`config.mk`:
```
export PLATFORM = sky130hd
export DESIGN_NAME = branch_resolve_queue
export DESIGN_NICKNAME = d
export VERILOG_FILES = /design/src/rtl/brq_pkg.sv /design/src/rtl/brq_storage.sv /design/src/rtl/branch_resolve_queue.sv
export SDC_FILE = /design/constraint.sdc
export NUM_CORES = 1
export LEC_CHECK = 0
export CAP_MARGIN = 25
export CORE_MARGIN = 2
export CORE_UTILIZATION = 53
export CTS_CLUSTER_DIAMETER = 100
export DETAILED_ROUTE_END_ITERATION = 10
export HOLD_SLACK_MARGIN = 0.1
export PLACE_DENSITY = 0.8
export SYNTH_ARGS = -nofsm -noshare
export SYNTH_HDL_FRONTEND = slang
export SYNTH_SLANG_ARGS = --single-unit
```
`constraint.sdc`:
```
create_clock -name clk -period 5.5 [get_ports clk]
set_input_delay 1.1 -clock clk [delete_from_list [all_inputs] [get_ports clk]]
set_output_delay 1.1 -clock clk [all_outputs]
set_load 0.01 [all_outputs]
```
`src/rtl/brq_pkg.sv`:
```
`default_nettype none
// ============================================================================
// Module      : brq_pkg
// Description : Shared types and constants for the branch resolve queue.
// Revision    : 1.0 - initial release
// ============================================================================
package brq_pkg;

  localparam int DEFAULT_DEPTH = 4;
  localparam int DEFAULT_PC_W  = 32;
  localparam int DEFAULT_CNT_W = 16;

  // Entry PC field is sized for the widest supported PC; narrower
  // configurations zero-pad on write and truncate on read.
  localparam int PC_MAX_W = 64;

  typedef struct packed {
    logic [PC_MAX_W-1:0] pc;
    logic                taken;
  } brq_entry_t;

  // Pointer width: index bits plus one wrap bit to tell full from empty.
  function automatic int brq_ptr_w(input int depth);
    return $clog2(depth) + 1;
  endfunction

endpackage
`default_nettype wire

```
`src/rtl/brq_storage.sv`:
```
`default_nettype none
// ============================================================================
// Module      : brq_storage
// Description : DEPTH x entry register array, one write port and a
//               combinational read of the addressed (head) entry.
// Revision    : 1.0 - initial release
// ============================================================================
module brq_storage
  import brq_pkg::*;
#(
  parameter int DEPTH = DEFAULT_DEPTH,
  parameter int AW    = $clog2(DEPTH)
) (
  input  logic             clk,
  input  logic             we_i,
  input  logic [AW-1:0]    waddr_i,
  input  brq_entry_t       wdata_i,
  input  logic [AW-1:0]    raddr_i,
  output brq_entry_t       rdata_o
);

  brq_entry_t mem_q [DEPTH];

  for (genvar gi = 0; gi < DEPTH; gi++) begin : g_entry
    // Capture the pushed entry into its slot; contents need no reset since
    // occupancy is tracked entirely by the pointers.
    always_ff @(posedge clk) begin
      if (we_i && (waddr_i == AW'(gi))) begin
        mem_q[gi] <= wdata_i;
      end
    end
  end

  assign rdata_o = mem_q[raddr_i];

endmodule
`default_nettype wire

```
`src/rtl/branch_resolve_queue.sv`:
```
`default_nettype none
// ============================================================================
// Module      : branch_resolve_queue
// Description : In-order queue of outstanding branch predictions. Pairs each
//               prediction with its resolved outcome, trains the predictor,
//               and raises a one-cycle mispredict redirect that squashes all
//               younger queued branches.
// Revision    : 1.0 - initial release
// ============================================================================
module branch_resolve_queue
  import brq_pkg::*;
#(
  parameter int DEPTH = DEFAULT_DEPTH,
  parameter int PC_W  = DEFAULT_PC_W,
  parameter int CNT_W = DEFAULT_CNT_W
) (
  input  logic                     clk,
  input  logic                     rst_n,
  input  logic                     pred_valid,
  input  logic                     pred_taken,
  input  logic [PC_W-1:0]          pred_pc,
  output logic                     pred_ready,
  input  logic                     resolve_valid,
  input  logic                     resolve_taken,
  input  logic [PC_W-1:0]          resolve_pc,
  input  logic                     flush,
  output logic                     upd_result,
  output logic                     upd_taken,
  output logic                     mispredict,
  output logic [PC_W-1:0]          mispredict_pc,
  output logic [$clog2(DEPTH):0]   count,
  output logic                     order_err,
  output logic                     underflow_err,
  output logic [CNT_W-1:0]         mispredict_cnt
);

  localparam int AW = $clog2(DEPTH);
  localparam int PW = brq_ptr_w(DEPTH);

  logic [PW-1:0]    wptr_q, wptr_d;
  logic [PW-1:0]    rptr_q, rptr_d;
  logic [PW-1:0]    rptr_next;
  logic             empty, full;
  logic             do_pop, do_push, mispredict_now, squash;
  brq_entry_t       head;
  brq_entry_t       push_entry;
  logic [PC_W-1:0]  head_pc;

  logic             upd_result_q, upd_taken_q, mispredict_q;
  logic [PC_W-1:0]  mispredict_pc_q;
  logic             order_err_q, underflow_err_q;
  logic [CNT_W-1:0] mispredict_cnt_q;

  // ---------------------------------------------------------------- storage
  assign push_entry.pc    = PC_MAX_W'(pred_pc);
  assign push_entry.taken = pred_taken;

  brq_storage #(
    .DEPTH (DEPTH),
    .AW    (AW)
  ) u_storage (
    .clk     (clk),
    .we_i    (do_push),
    .waddr_i (wptr_q[AW-1:0]),
    .wdata_i (push_entry),
    .raddr_i (rptr_q[AW-1:0]),
    .rdata_o (head)
  );

  assign head_pc = head.pc[PC_W-1:0];

  if (PC_W < PC_MAX_W) begin : g_pc_pad
    logic unused_head_pc_hi;
    assign unused_head_pc_hi = |head.pc[PC_MAX_W-1:PC_W];
  end

  // ------------------------------------------------------------ status/flow
  assign empty = (wptr_q == rptr_q);
  assign full  = (wptr_q[AW] != rptr_q[AW]) && (wptr_q[AW-1:0] == rptr_q[AW-1:0]);

  // Ready depends only on current occupancy; a same-cycle pop does not help.
  assign pred_ready     = !full;
  assign do_pop         = resolve_valid && !empty;
  assign mispredict_now = do_pop && (head.taken != resolve_taken);
  assign squash         = flush || mispredict_now;
  assign do_push        = pred_valid && pred_ready && !flush && !mispredict_now;
  assign count          = wptr_q - rptr_q;

  // Next pointer values: a squash collapses the write pointer onto the
  // post-pop read pointer so everything younger is discarded.
  always_comb begin
    rptr_next = rptr_q + (do_pop ? PW'(1) : PW'(0));
    rptr_d    = rptr_next;
    wptr_d    = wptr_q + (do_push ? PW'(1) : PW'(0));
    if (squash) begin
      wptr_d = rptr_next;
    end
  end

  // Pointer registers.
  always_ff @(posedge clk or negedge rst_n) begin
    if (!rst_n) begin
      wptr_q <= '0;
      rptr_q <= '0;
    end else begin
      wptr_q <= wptr_d;
      rptr_q <= rptr_d;
    end
  end

  // Registered training/redirect outputs, sticky errors and mispredict stats.
  always_ff @(posedge clk or negedge rst_n) begin
    if (!rst_n) begin
      upd_result_q     <= 1'b0;
      upd_taken_q      <= 1'b0;
      mispredict_q     <= 1'b0;
      mispredict_pc_q  <= '0;
      order_err_q      <= 1'b0;
      underflow_err_q  <= 1'b0;
      mispredict_cnt_q <= '0;
    end else begin
      upd_result_q <= do_pop;
      mispredict_q <= mispredict_now;
      if (do_pop) begin
        upd_taken_q     <= resolve_taken;
        mispredict_pc_q <= head_pc;
      end
      if (do_pop && (resolve_pc != head_pc)) begin
        order_err_q <= 1'b1;
      end
      if (resolve_valid && empty) begin
        underflow_err_q <= 1'b1;
      end
      if (mispredict_now && (mispredict_cnt_q != {CNT_W{1'b1}})) begin
        mispredict_cnt_q <= mispredict_cnt_q + CNT_W'(1);
      end
    end
  end

  assign upd_result     = upd_result_q;
  assign upd_taken      = upd_taken_q;
  assign mispredict     = mispredict_q;
  assign mispredict_pc  = mispredict_pc_q;
  assign order_err      = order_err_q;
  assign underflow_err  = underflow_err_q;
  assign mispredict_cnt = mispredict_cnt_q;

endmodule
`default_nettype wire

```
==> results.tsv <==
metric	value	unit
status	completed	
max-cap-violations	0	
place_ws	1.27	ns
crit_chain	clkdlybuf4s50_1, o21ai_4, buf_4, nor2_2, nor2_2, nand3_1, nor3_2, buf_12	
cts_hold_buf	0	
netlist_area	7560	um2
p_clk_frac	0.241	
crit_top_cell	nor2_2	
coreArea	13900	um2
ant_nets	0	
p_leak	3.41	nW
syn_to_final_growth	28.1	%
cts_setup_buffers	0	
die-area	15200	um2
viasPerCell	5.56	
grt_max_degree	60	
irDropWorstVdd	0.000279	V
crit_required	5.63	ns
worstReg2RegStart	wptr_q[0]	
setup_viol	0	
synth_area_leader_cell	edfxtp_1	
r2r_end	u_storage.mem_q[2][6]	
post-dp-hpwl	10400	um
swShare	0.296	
grt.total_usage	0.220	
finalCriticalPeriod	3.71	ns
synth_ff_type	edfxtp_1	
max_stage_delay	0.75	ns
ioPinCount	128	
antenna_found_initial	0	
grt_pass1_wl	23900	um
cts_tree	yes	
fmax	0.270	GHz
ys_top_cells_by_area	edfxtp_1 (52%), dfrtp_1 (20%), mux4_2 (9.8%)	
worst_skew_pair.late_latency	0.43	ns
worst_slew_margin_rel	0.401	
synth_warnings	0	
stdcell_area	9690	um2
rsz0062_at_grt	false	
synth.distinct_cells	30	
hp-start	underflow_err	
async_flop_share	0.309	
clockBufferDepth	2	
fin_crit_sh	0.674	
seqPwrFrac	0.400	
cp_max_fo	37	
whs	0.455	ns
worstMarginPinSlew	0.894	ns
vias	4080	
critical_path.slowest_cell	nor3_2	
ys_ff_latch	191	
num_antenna_cells	0	
synthCells	396	
min_path_type	reg2reg	
clk_pin_slew	0.06	ns
powerDensity	517	nW/um2
gr-total-overflow	0	
rrSetupSlack	1.87	ns
place.gp.congestion	0.778	
fin_skew	0.00702	ns
crit_family	simple AND/OR/NAND/NOR gates	
post_drt_wl_per_cell	20.9	um
place.port_buffers	127	
start_util	0.545	
cts.sinks	191	
drt_iter0_drc	212	
worstSetupStartpointType	input pin	
hold_path_end	underflow_err	
synth.top_cell.area_share	0.524	
critPathBufInv	3	
p_sw	1.48	mW
final_max_slew_viol_count	0	
cts_buffers	17	
rr_worst_depth	10	
synth.net_count	475	
combPwrFrac	0.358	
timing_hold_violations_final	0	
fin_ws	1.79	ns
ys_seq_area_frac	0.720	
grt_pass1_vias	4298	
holdPathStages	1	
fin_nets	620	
die_h	123	um
row_count	43	
synth_edf_count	132	
drive_gt1_frac	0.206	
intPower	3.53	mW
drc	0	
h-tree-depth	4	
cts_resized	0	
placed_area	9090	um2
crit_type	in2reg	
routed_wl	15400	um
dr.pass1.iters	5	
synth_area_per_cell	19.1	um2
root_buffer	clkbuf_16	
power	5.01	mW
die_x	123	um
cp_data_arrival_time	3.83	ns
setup_tns	0	ns
crit_path_end_kind	flip-flop	
-- cell families after synthesis --
kind of cell / share of synthesized area
flops: 0.720
mux: 0.149
simple gates: 0.0374
xor+xnor: 0.0591
buf+inv: 0.0151
fa+ha+maj: 0.0142
compound gates: 0.00563
-- flip-flops by register name (all words and copies together), names as in the netlist --
name / flops
u_storage.mem_q: 132
mispredict_pc: 32
mispredict_cnt: 16
rptr_q: 3
wptr_q: 3
mispredict: 1
order_err: 1
underflow_err: 1
upd_result: 1
upd_taken: 1
-- cell usage after synthesis, drive strengths merged (2+ instances only) --
| library cell | number |
|---|---|
| clkbuf | 5 |
| and4 | 2 |
| nor4 | 2 |
| xor2 | 5 |
| mux2 | 34 |
| inv | 7 |
| buf | 7 |
| nand4 | 12 |
| ha | 7 |
| or2 | 2 |
| dfrtp | 59 |
| nor2 | 6 |
| and3 | 4 |
| nand3 | 7 |
| mux4 | 33 |
| a21oi | 2 |
| xnor2 | 46 |
| edfxtp | 132 |
| nand2 | 14 |
| nor3 | 5 |
-- through the flow --
stage,cells,utilization
2_1_floorplan,396,-
3_3_place_gp,701,0.655
3_5_place_dp,701,0.655
4_1_cts,733,0.697
5_1_grt,734,0.698
6_report,734,0.698
-- how the worst max path moves through the flow --
| stage | start | endpoint | slack, ns | cells past startpoint |
|---|---|---|---|---|
| CTS | resolve_valid | u_storage.mem_q[3][31] | 1.69 | 8 |
| global placement | resolve_valid | u_storage.mem_q[2][20] | 1.45 | 8 |
| detailed placement | resolve_valid | u_storage.mem_q[3][20] | 1.27 | 8 |
| finish | resolve_valid | u_storage.mem_q[2][6] | 1.79 | 8 |
| global route | resolve_valid | u_storage.mem_q[2][7] | 1.58 | 8 |
| floorplan | rptr_q[1] | u_storage.mem_q[1][0] | 0.70 | 10 |
-- layout make-up --
type,instances,area (um2)
clock buffer,19,433
clock inverter,13,146
fill,878,4190
inverter,7,26.3
multi-input combinational,186,2030
sequential,191,5440
tap,180,225
timing repair buffer,138,1380
-- routing by layer --
metal	part of all wire	vias to the layer above	global-route usage
li1	-	1820	-
met1	0.40	2083	0.283
met2	0.52	157	0.367
met3	0.058	20	0.0507
met4	0.021	0	0.0824
met5	0	-	0
-- placed cells by master (no fill, tap or decap), drive strengths merged, types with 6 or more instances in the layout --
master,netlist,final
ha,7,7
clkdlybuf4s50,0,126
mux2,34,34
edfxtp,132,132
mux4,33,33
nand3,7,7
clkbuf,5,20
dfrtp,59,59
buf,7,11
nor2,6,6
inv,7,7
clkinv,0,7
nand4,12,12
nand2,14,14
xnor2,46,46
-- power by group through the flow --
stage / clock (mW) / combinational [mW] / sequential [mW]
floorplan: 0 / 1.04 / 2.07
CTS: 1.22 / 1.83 / 2.01
detailed placement: 0 / 1.81 / 2.04
global route: 1.28 / 1.95 / 2.04
finish: 1.21 / 1.80 / 2.01
global placement: 0 / 1.78 / 2.01
-- worst reg2reg max path: stages, from the launching register on --
cell and delay, ns:
dfrtp_1 0.43, inv_1 0.14, ha_1 0.35, nand2_1 0.12, o21ai_4 0.12, buf_4 0.46
nor2_2 0.15, nor2_2 0.22, nand3_1 0.29, nor3_2 0.76, buf_12 0.28
(Power assumes the default switching activity.)
